<file path="src/rtl/datapath_ctrl.sv">
// datapath_ctrl: Moore instruction sequencer for the 16-bit register/ALU datapath.
// Holds one instruction in IR, decodes it and steps the datapath through
// register read, ALU and write-back. s/w start/ready handshake upstream.
// Optional retired-instruction counter: define DATAPATH_CTRL_PERF_CNT_EN.
module datapath_ctrl #(
  parameter int CNT_W = 16
) (
  input  logic             clk,
  input  logic             reset_n,
  input  logic             s,
  input  logic             load,
  input  logic [15:0]      in,
  output logic             w,
  output logic             err,
  output logic [3:0]       vsel,
  output logic             loada,
  output logic             loadb,
  output logic             loadc,
  output logic             loads,
  output logic             asel,
  output logic             bsel,
  output logic [1:0]       shift,
  output logic [1:0]       ALUop,
  output logic [2:0]       readnum,
  output logic [2:0]       writenum,
  output logic             write,
  output logic [15:0]      sximm8,
  output logic [15:0]      sximm5,
  output logic [CNT_W-1:0] instr_count
);

  typedef enum logic [2:0] {
    S_WAIT, S_DECODE, S_WRITE_IMM, S_GET_A, S_GET_B, S_ALU, S_WRITE_REG
  } state_t;

  state_t      state;
  logic [15:0] ir;

  // IR field split
  logic [2:0] opcode, rn, rd, rm;
  logic [1:0] op, sh;
  assign opcode = ir[15:13];
  assign op     = ir[12:11];
  assign rn     = ir[10:8];
  assign rd     = ir[7:5];
  assign sh     = ir[4:3];
  assign rm     = ir[2:0];

  logic is_movi, is_mov, is_alu, is_mvn, is_cmp;
  assign is_movi = (opcode == 3'b110) && (op == 2'b10);
  assign is_mov  = (opcode == 3'b110) && (op == 2'b00);
  assign is_alu  = (opcode == 3'b101);
  assign is_mvn  = is_alu && (op == 2'b11);
  assign is_cmp  = is_alu && (op == 2'b01);

  assign sximm8 = {{8{ir[7]}}, ir[7:0]};
  assign sximm5 = {{11{ir[4]}}, ir[4:0]};

  // Sequencer: state, IR capture and sticky illegal flag
  always_ff @(posedge clk) begin
    if (!reset_n) begin
      state <= S_WAIT;
      ir    <= '0;
      err   <= 1'b0;
    end else begin
      case (state)
        S_WAIT: begin
          if (load) ir <= in;
          if (s) begin
            state <= S_DECODE;
            err   <= 1'b0;
          end
        end
        S_DECODE: begin
          if (is_movi)               state <= S_WRITE_IMM;
          else if (is_mov || is_mvn) state <= S_GET_B;
          else if (is_alu)           state <= S_GET_A;
          else begin
            err   <= 1'b1;
            state <= S_WAIT;
          end
        end
        S_WRITE_IMM: state <= S_WAIT;
        S_GET_A:     state <= S_GET_B;
        S_GET_B:     state <= S_ALU;
        S_ALU:       state <= is_cmp ? S_WAIT : S_WRITE_REG;
        S_WRITE_REG: state <= S_WAIT;
        default:     state <= S_WAIT;
      endcase
    end
  end

`ifdef DATAPATH_CTRL_PERF_CNT_EN
  logic retire;
  assign retire = (state == S_WRITE_IMM) || (state == S_WRITE_REG) ||
                  ((state == S_ALU) && is_cmp);

  // Retired-instruction counter, wraps naturally
  always_ff @(posedge clk) begin
    if (!reset_n)    instr_count <= '0;
    else if (retire) instr_count <= instr_count + 1'b1;
  end
`else
  assign instr_count = '0;
`endif

  // Moore output decode from state and IR only
  always_comb begin
    w        = (state == S_WAIT);
    vsel     = 4'b0001;
    loada    = 1'b0;
    loadb    = 1'b0;
    loadc    = 1'b0;
    loads    = 1'b0;
    asel     = 1'b0;
    bsel     = 1'b0;
    shift    = 2'b00;
    ALUop    = 2'b00;
    readnum  = 3'd0;
    writenum = 3'd0;
    write    = 1'b0;
    case (state)
      S_WRITE_IMM: begin
        vsel     = 4'b0100;
        writenum = rn;
        write    = 1'b1;
      end
      S_GET_A: begin
        readnum = rn;
        loada   = 1'b1;
      end
      S_GET_B: begin
        readnum = rm;
        loadb   = 1'b1;
      end
      S_ALU: begin
        shift = sh;
        asel  = is_mov || is_mvn;
        ALUop = is_mov ? 2'b00 : (is_mvn ? 2'b11 : op);
        if (is_cmp) loads = 1'b1;
        else        loadc = 1'b1;
      end
      S_WRITE_REG: begin
        writenum = rd;
        write    = 1'b1;
      end
      default: ;
    endcase
  end

endmodule

</file>
<file path="config.mk">
export PLATFORM = sky130hd
export DESIGN_NAME = datapath_ctrl
export DESIGN_NICKNAME = d
export VERILOG_FILES = /design/src/rtl/datapath_ctrl.sv
export SDC_FILE = /design/constraint.sdc
export NUM_CORES = 1
export LEC_CHECK = 0
export BUFFER_PORTS_ARGS = -buffer_cell sky130_fd_sc_hd__buf_4
export CORE_AREA = 5 5 68 70
export DETAILED_ROUTE_END_ITERATION = 7
export DIE_AREA = 0 0 73 75
export PLACE_DENSITY_LB_ADDON = 0.05
export SLEW_MARGIN = 20
export SYNTH_ARGS = -nofsm -noshare
export SYNTH_HDL_FRONTEND = slang
export SYNTH_SLANG_ARGS = --single-unit
</file>
<file path="constraint.sdc">
create_clock -name clk -period 1.4 [get_ports clk]
set_input_delay 0.14 -clock clk [delete_from_list [all_inputs] [get_ports clk]]
set_output_delay 0.14 -clock clk [all_outputs]
set_load 0.005 [all_outputs]
</file>
==> results of run 1 <==
## metrics by stage
step | setup TNS, ps | hold WS (ps)
3_3_place_gp | 0 | 386
6_report | -199 | 118
3_5_place_dp | 0 | 398
4_1_cts | -238 | 116
5_1_grt | -1120 | 118
2_1_floorplan | 0 | 275
## synth_stat cells (3+ instances only)
library cell	number	area [um2]
buf_2	3	15.0
and2_1	6	37.5
mux2i_1	3	30.0
clkbuf_1	3	11.3
nor2_1	4	15.0
o21ai_0	3	15.0
dfxtp_1	20	400
a22o_1	3	26.3
nand2_1	37	139
a21boi_1	10	75.1
buf_4	51	383
inv_1	4	15.0
nor2b_1	5	31.3
buf_6	3	33.8
a21boi_0	6	45.0
## critical path, delay by kind of cell (launching register included)
| kind | cells | cell delay (ps) |
|---|---|---|
| buf+inv | 2 | 250 |
| simple gates | 2 | 270 |
| flops | 1 | 340 |
| compound gates | 1 | 180 |
## final timing paths
kind / startpoint / to / slack, ps / cells past startpoint
max: state[0] / readnum[2] / -40 / 5
min: in[14] / ir[14] / 120 / 3
max reg2reg: state[0] / ir[8] / 50 / 4
min reg2reg: ir[5] / ir[5] / 480 / 2
## logic make-up after synthesis
group / count (synthesis) / share of synthesized area
AO/OA/AOI/OAI: 31 / 0.156
buffers and inverters: 64 / 0.310
flip-flops: 20 / 0.271
multiplexers: 3 / 0.0203
other: 1 / 0.00254
AND/OR/NAND/NOR: 68 / 0.240
## power by group through the flow
stage	logic, uW	registers [uW]	clock network (uW)
after floorplan	255	646	0
after global placement	308	656	0
after detailed placement	311	659	0
after CTS	325	648	455
after global routing	385	655	488
final	349	646	438
## cell usage in the layout, fill, tap and decap left out, types with 2 or more instances in the layout
cell type and instances:
a21boi_1 16, a21oi_1 2, a22o_1 3, and2_4 5, buf_4 85, buf_6 12, clkbuf_8 4, conb_1 19
dfxtp_1 13, dfxtp_2 3, dfxtp_4 4, inv_1 3, mux2i_1 2, nand2_1 37, nand3_1 2, nor2_1 2
nor2_2 2, nor2b_1 3, nor2b_4 2, nor4b_4 2, o2111ai_1 2, o21ai_0 2
## state kept, by name (all words and copies together), names as in the netlist
register / flops
state: 3
err: 1
ir: 16
## metal layers
metal,global-route usage,vias to the layer above,routed length [um]
met5,0,-,0
met4,0.0389,0,34
met3,0.0320,4,378
met2,0.234,63,1940
met1,0.152,600,1540
li1,-,665,-
## cell type report
| cell class | count | share of cell area |
|---|---|---|
| Multi-Input combinational cell | 121 | 0.366 |
| Sequential cell | 20 | 0.200 |
| Clock buffer | 4 | 0.0262 |
| Inverter | 4 | 0.00716 |
| Tap cell | 50 | 0.0298 |
| Timing Repair Buffer | 98 | 0.371 |
## repair_timing
item                                    in CTS  in global routing
gates cloned                                 1                  0
endpoints found under the setup margin      17                 29
hold buffers                                 0                  0
pin swaps                                    4                  8
endpoints found under the hold margin        0                  0
resized for setup                           26                 26
buffers inserted                             5                  8
==> reports/qor.csv, run 1 <==
metric;value;unit
status;finished with violations;
violations;negative setup slack;
grt_max_degree;22;
grt_pass1_wl;5.66;mm
clkTransAtPathRegs;80;ps
placedCellCount;279;
grt_pass1_vias;1253;
htreeDepth;1;
hold_violations;0;
die_w;73;um
synth_ff_type;dfxtp_1;
ir_worst_vdd;505;uV
ys_seq_elements;20;
instances_no_fill;297;
start_kind;register;
root_buffer;clkbuf_8;
drive_gt1_frac;0.530;
synth_cells;187;
fmax;696;MHz
yosysUniqueCellTypes;34;
final_nets;268;
grt_setup_unrepaired;true;
seq_area;419;um2
p_sw_frac;0.263;
placed_area;1800;um2
initial_core_util;0.378;
crit_type;register to primary output;
drv_slew;0;
synth_area;1480;um2
clockPowerShare;0.306;
p_leak;0.00102;uW
dieArea;5480;um2
end_kind;primary output;
fin_crit;1440;ps
slowest_stage;dfxtp_2;
synth_edf_count;0;
clock_sinks;20;
hpwl;2.93;mm
timing.final.ws_setup;-37.7;ps
vias;1332;
cp_data_arrival_time;1300;ps
cts_tree;built;
ys_seq_area_frac;0.271;
antenna_found_initial;0;
clk_path_buf_depth;2;
grt_use_total;0.130;
fin_crit_sh;1.03;
setup_viol;9;
critPathRequiredTime;1260;ps
num_antenna_cells;0;
drc;0;
crit_chain;buf_6 -> nor2b_4 -> and2_4 -> a22o_1 -> buf_4;
hp-class;input pin to register;
power.density;683;nW/um2
syn_area_per_cell;7.90;um2
utilization;0.536;
comb_power_share;0.244;
coreArea;3910;um2
seqPwrFrac;0.451;
stdcell_area;2100;um2
drt_iter0_drc;32;
power;1430;uW
clock_skew;4.47;ps
crit_fanout;4;
numCtsBuffers;3;
drtPass1Iterations;5;
route.antenna.remaining_nets;0;
num_io_pins;91;
routed_wl;3.89;mm
syn_to_final_growth;42.0;%
synthArstFlopShare;0;
wire_per_inst;13.1;um
place.port_buffers;71;
nFillCells;395;
clk_latency;250;ps
slowest_delay;340;ps
overflow;0;
post-place-ws;44.7;ps
vias_per_cell;4.48;
die_y;75;um
yosysWarnings;0;
multi_input_area;768;um2
num_rows;23;
place.gp.congestion;0.837;
drv_cap;0;
power_switching;377;uW
p_int;1060;uW
Power figures use the tool's default switching activity.
==> run 2: changes to the inputs <==
==> constraint.sdc (replaced) <==
create_clock -name clk -period 1.4 [get_ports clk]
set_input_delay 0.28 -clock clk [delete_from_list [all_inputs] [get_ports clk]]
set_output_delay 0.28 -clock clk [all_outputs]
set_load 0.005 [all_outputs]
==> run 2 against run 1 <==
Worst setup slack got worse by 91 ps; register-to-register slack got worse by 20 ps; sequential power decreased by 1%; combinational power increased by 5%; flip-flop and latch count unchanged; total power decreased by 3.1%; final area decreased by 0.77%; the run still ends with negative setup slack left; cell count decreased by 1.0%.
==> reports/qor.csv, run 2 (synthesis gave the netlist of run 1 again) <==
metric;value;unit
max_flop_register;ir;
status;finished with violations;
num_rows;23;
clock_skew;2.21;ps
cp_data_arrival_time;1250;ps
drt_iter0_drc;20;
hpwl;2.91;mm
crit_chain;nor2b_4 -> and2_4 -> a22o_1 -> buf_4;
routed_wl;3.77;mm
vias;1304;
slowest_stage;dfxtp_4;
num_io_pins;91;
placed_area;1830;um2
drv_slew;0;
coreArea;3910;um2
p_int;1010;uW
timing.final.ws_setup;-129;ps
critPathRequiredTime;1120;ps
clockPowerShare;0.278;
cts_tree;built;
numCtsBuffers;3;
power_switching;383;uW
grt_setup_unrepaired;true;
p_leak;0.00101;uW
drtPass1Iterations;4;
drv_cap;0;
hold_start;in[11];
slowest_delay;380;ps
drc;0;
vias_per_cell;4.44;
fin_crit_sh;1.09;
place.port_buffers;71;
hold_violations;0;
fin_crit;1530;ps
end_kind;primary output;
placedCellCount;284;
hp-class;input pin to register;
startpoint;state[0];
die_y;75;um
antenna_found_initial;0;
nFillCells;407;
num_antenna_cells;0;
grt_pass1_wl;5.60;mm
layout_commonest_cell;buf_4;
overflow;0;
dieArea;5480;um2
grt_max_degree;22;
htreeDepth;1;
violations;negative setup slack;
rr_startpoint;state[0];
place.gp.congestion;0.811;
layout_common_cells;buf_4, nand2_1, conb_1, dfxtp_1, buf_6;
seqPwrFrac;0.459;
instances_no_fill;294;
start_kind;register;
clk_latency;260;ps
clock_sinks;20;
die_w;73;um
wire_per_inst;12.8;um
clkTransAtPathRegs;80;ps
fmax;654;MHz
comb_power_share;0.263;
crit_type;register to primary output;
setup_viol;17;
largest_register_ffs;16;
root_buffer;clkbuf_8;
p_sw_frac;0.276;
final_nets;266;
power.density;667;nW/um2
ir_worst_vdd;369;uV
initial_core_util;0.378;
utilization;0.532;
route.antenna.remaining_nets;0;
crit_fanout;7;
grt_pass1_vias;1251;
post-place-ws;26.9;ps
syn_to_final_growth;40.9;%
drive_gt1_frac;0.508;
largestRegisters;ir x16, state x3, err x1;
grt_use_total;0.129;
clk_path_buf_depth;2;
stdcell_area;2080;um2
## run 2: final timing paths
| path | endpoint | slack (ps) | cells past startpoint |
|---|---|---|---|
| worst max register to register | ir[0] | 30 | 4 |
| worst max-delay path | readnum[2] | -130 | 4 |
| worst min-delay path | ir[11] | 250 | 3 |
| worst min register to register | ir[4] | 470 | 2 |
## run 2: layer usage
layer,track usage,vias to the layer above,routed length (um)
met5,0,-,0
met3,0.0294,4,381
li1,-,658,-
met4,0.0307,0,24
met2,0.242,57,1920
met1,0.147,585,1440
## run 2: final cells by class
cell class              instances  area (um2)  area share
inverters                       4        15.0     0.00721
well taps                      50        62.6      0.0300
clock buffers                   3        41.3      0.0198
repair buffers                 96         766       0.368
multi-input cells             121         777       0.373
flip-flops and latches         20         420       0.202
## run 2: what timing repair did
action	CTS	global route
gates cloned	0	0
resized for setup	36	9
setup buffers	5	3
pin swaps	8	8
hold buffers	0	0
endpoints found under the setup margin	18	33
## run 2: worst max-delay path, delay by kind of cell (launching register included)
kind | cells | cell delay (ps)
buffers and inverters | 1 | 130
DFF | 1 | 380
and+or+nand+nor | 2 | 290
AOI/OAI and AO/OA | 1 | 190
## run 2: power groups by stage
stage	Combinational (uW)	Sequential, uW	Clock (uW)
final	366	637	386
after global routing	402	644	412
after CTS	354	637	398
after floorplan	255	646	0
after global placement	330	647	0
after detailed placement	331	650	0
## run 2: metrics by stage
step                setup TNS (ps)  hold WS [ps]  total power [uW]
floorplan                        0           415               901
global placement                 0           465               977
detailed placement               0           462               981
CTS                          -1350           251              1390
global route                 -2350           268              1460
finish                       -1460           253              1390
==> run 3: changes to the inputs <==
--- a/config.mk
+++ b/config.mk
@@ -6,9 +6,11 @@
 export NUM_CORES = 1
 export LEC_CHECK = 0
 export BUFFER_PORTS_ARGS = -buffer_cell sky130_fd_sc_hd__buf_4
-export CORE_AREA = 5 5 68 70
+export CELL_PAD_IN_SITES_DETAIL_PLACEMENT = 0
+export CELL_PAD_IN_SITES_GLOBAL_PLACEMENT = 1
+export CORE_AREA = 5 5 82 84
 export DETAILED_ROUTE_END_ITERATION = 7
-export DIE_AREA = 0 0 73 75
+export DIE_AREA = 0 0 87 89
 export PLACE_DENSITY_LB_ADDON = 0.05
 export SLEW_MARGIN = 20
 export SYNTH_ARGS = -nofsm -noshare
==> run 3 against run 2 <==
The run still ends with negative setup slack left; hold slack lost 10 ps; die area increased by 41%; global-route usage is 2.5 points lower; fmax shrank 3.9%; largest power group unchanged.
==> reports/qor.csv, run 3 (synthesis gave the netlist of run 1 again) <==
metric;value;unit
cts_tree;built;
htreeDepth;1;
route.antenna.remaining_nets;0;
p_leak;0.00106;uW
p_sw_frac;0.256;
startpoint;state[1];
grt_pass1_wl;6.32;mm
seqPwrFrac;0.394;
fin_crit;1590;ps
r2r_setup_slack;-60;ps
clock_skew;7.64;ps
hpwl;3.23;mm
clock_sinks;20;
drive_gt1_frac;0.558;
overflow;0;
timing.final.ws_setup;-190;ps
setup_viol;34;
critPathRequiredTime;1120;ps
clockPowerShare;0.369;
rr_startpoint;state[1];
largest_register_ffs;16;
numCtsBuffers;3;
crit_type;register to primary output;
power;1620;uW
end_kind;primary output;
drtPass1Iterations;4;
routed_wl;4.28;mm
layout_commonest_cell;buf_4;
place.gp.congestion;0.687;
clk_path_buf_depth;2;
grt_use_total;0.104;
grt_max_degree;22;
clk_latency;270;ps
antenna_found_initial;0;
nFillCells;619;
num_antenna_cells;0;
fin_crit_sh;1.14;
start_kind;register;
final_nets;272;
clkTransAtPathRegs;90;ps
status;finished with violations;
fmax;629;MHz
layout_common_cells;buf_4, nand2_1, conb_1, a21boi_1, buf_6;
cp_data_arrival_time;1310;ps
r2r_cells;5;
vias;1339;
root_buffer;clkbuf_8;
wire_per_inst;13.1;um
grt_setup_unrepaired;true;
die_y;89;um
die_w;87;um
r2r-end;ir[13];
violations;negative setup slack;
coreArea;5850;um2
multi_input_area;802;um2
drt_iter0_drc;30;
comb_power_share;0.237;
fin_setup_tns;-2460;ps
place.port_buffers;71;
hp-class;input pin to register;
num_io_pins;91;
power_switching;415;uW
grt_pass1_vias;1302;
initial_core_util;0.253;
syn_to_final_growth;50.8;%
seq_area;420;um2
hold_violations;0;
post-place-ws;8.20;ps
ir_worst_vdd;472;uV
drv_cap;0;
crit_fanout;5;
drc;0;
num_rows;28;
largestRegisters;ir x16, state x3, err x1;
power.density;726;nW/um2
max_flop_register;ir;
dieArea;7740;um2
p_int;1200;uW
vias_per_cell;4.11;
drv_slew;0;
cp-endpoint;vsel[2];
run 3: cell count changes in the layout (fill, tap and decap cells not counted), moves of 2 or more:
| cell | change |
|---|---|
| a21boi_0 | -6 |
| a21boi_1 | +7 |
| and2_1 | -2 |
| and2_4 | +2 |
| buf_4 | +2 |
| buf_6 | +4 |
| nand2_1 | -4 |
| nand2_2 | +4 |
| nor2_1 | -2 |
| nor2_2 | +2 |
| nor3_1 | -2 |
run 3: layout make-up:
type,count,share of cell area
repair buffers,102,0.371
multi-input cells,121,0.360
flip-flops and latches,20,0.189
well taps,75,0.0421
clock buffers,3,0.0185
clock inverters,1,0.0135
inverters,4,0.00674
run 3: how the worst min path moves through the flow:
stage          endpoint  slack [ps]   start  depth (start not counted)
5_1_grt           ir[7]         250   in[7]                          3
3_3_place_gp      ir[4]         470   ir[4]                          2
6_report         ir[11]         240  in[11]                          3
3_5_place_dp      ir[4]         470   ir[4]                          2
2_1_floorplan    ir[10]         410  in[10]                          2
4_1_cts          ir[11]         240  in[11]                          3
run 3: metrics by stage:
step                      hold slack, ps  cells  area, um2   util
after detailed placement             474    312       1890  0.322
final                                242    326       2230  0.381
after global routing                 247    326       2230  0.381
after global placement               471    312       1890  0.322
after CTS                            239    322       2100  0.359
after floorplan                      415    205       1550      -
run 3: per-layer routing:
layer / vias up / track usage / part of all wire
met2: 55 / 0.181 / 0.49
met5: - / 0 / 0
li1: 671 / - / -
met1: 608 / 0.124 / 0.40
met4: 0 / 0.0340 / 0.011
met3: 5 / 0.0286 / 0.092
run 3: power groups by stage:
stage                     combinational, uW  clock [uW]  sequential (uW)
after floorplan                         255           0              646
after global placement                  333           0              649
after detailed placement                332           0              651
after CTS                               359         620              637
after global routing                    425         641              645
final                                   383         597              638
run 3: critical path: stages, from the launching register on:
cell	delay (ps)
dfxtp_4	370
buf_4	170
nand2b_4	60
or2_2	280
inv_1	60
buf_4	100
run 3: what timing repair did:
action / in CTS / in global routing
hold buffers: 0 / 0
endpoints found under the hold margin: 0 / 0
resized for setup: 38 / 27
gates cloned: 1 / 0
pin swaps: 18 / 10
buffers inserted: 5 / 4
setup endpoints to repair: 20 / 35
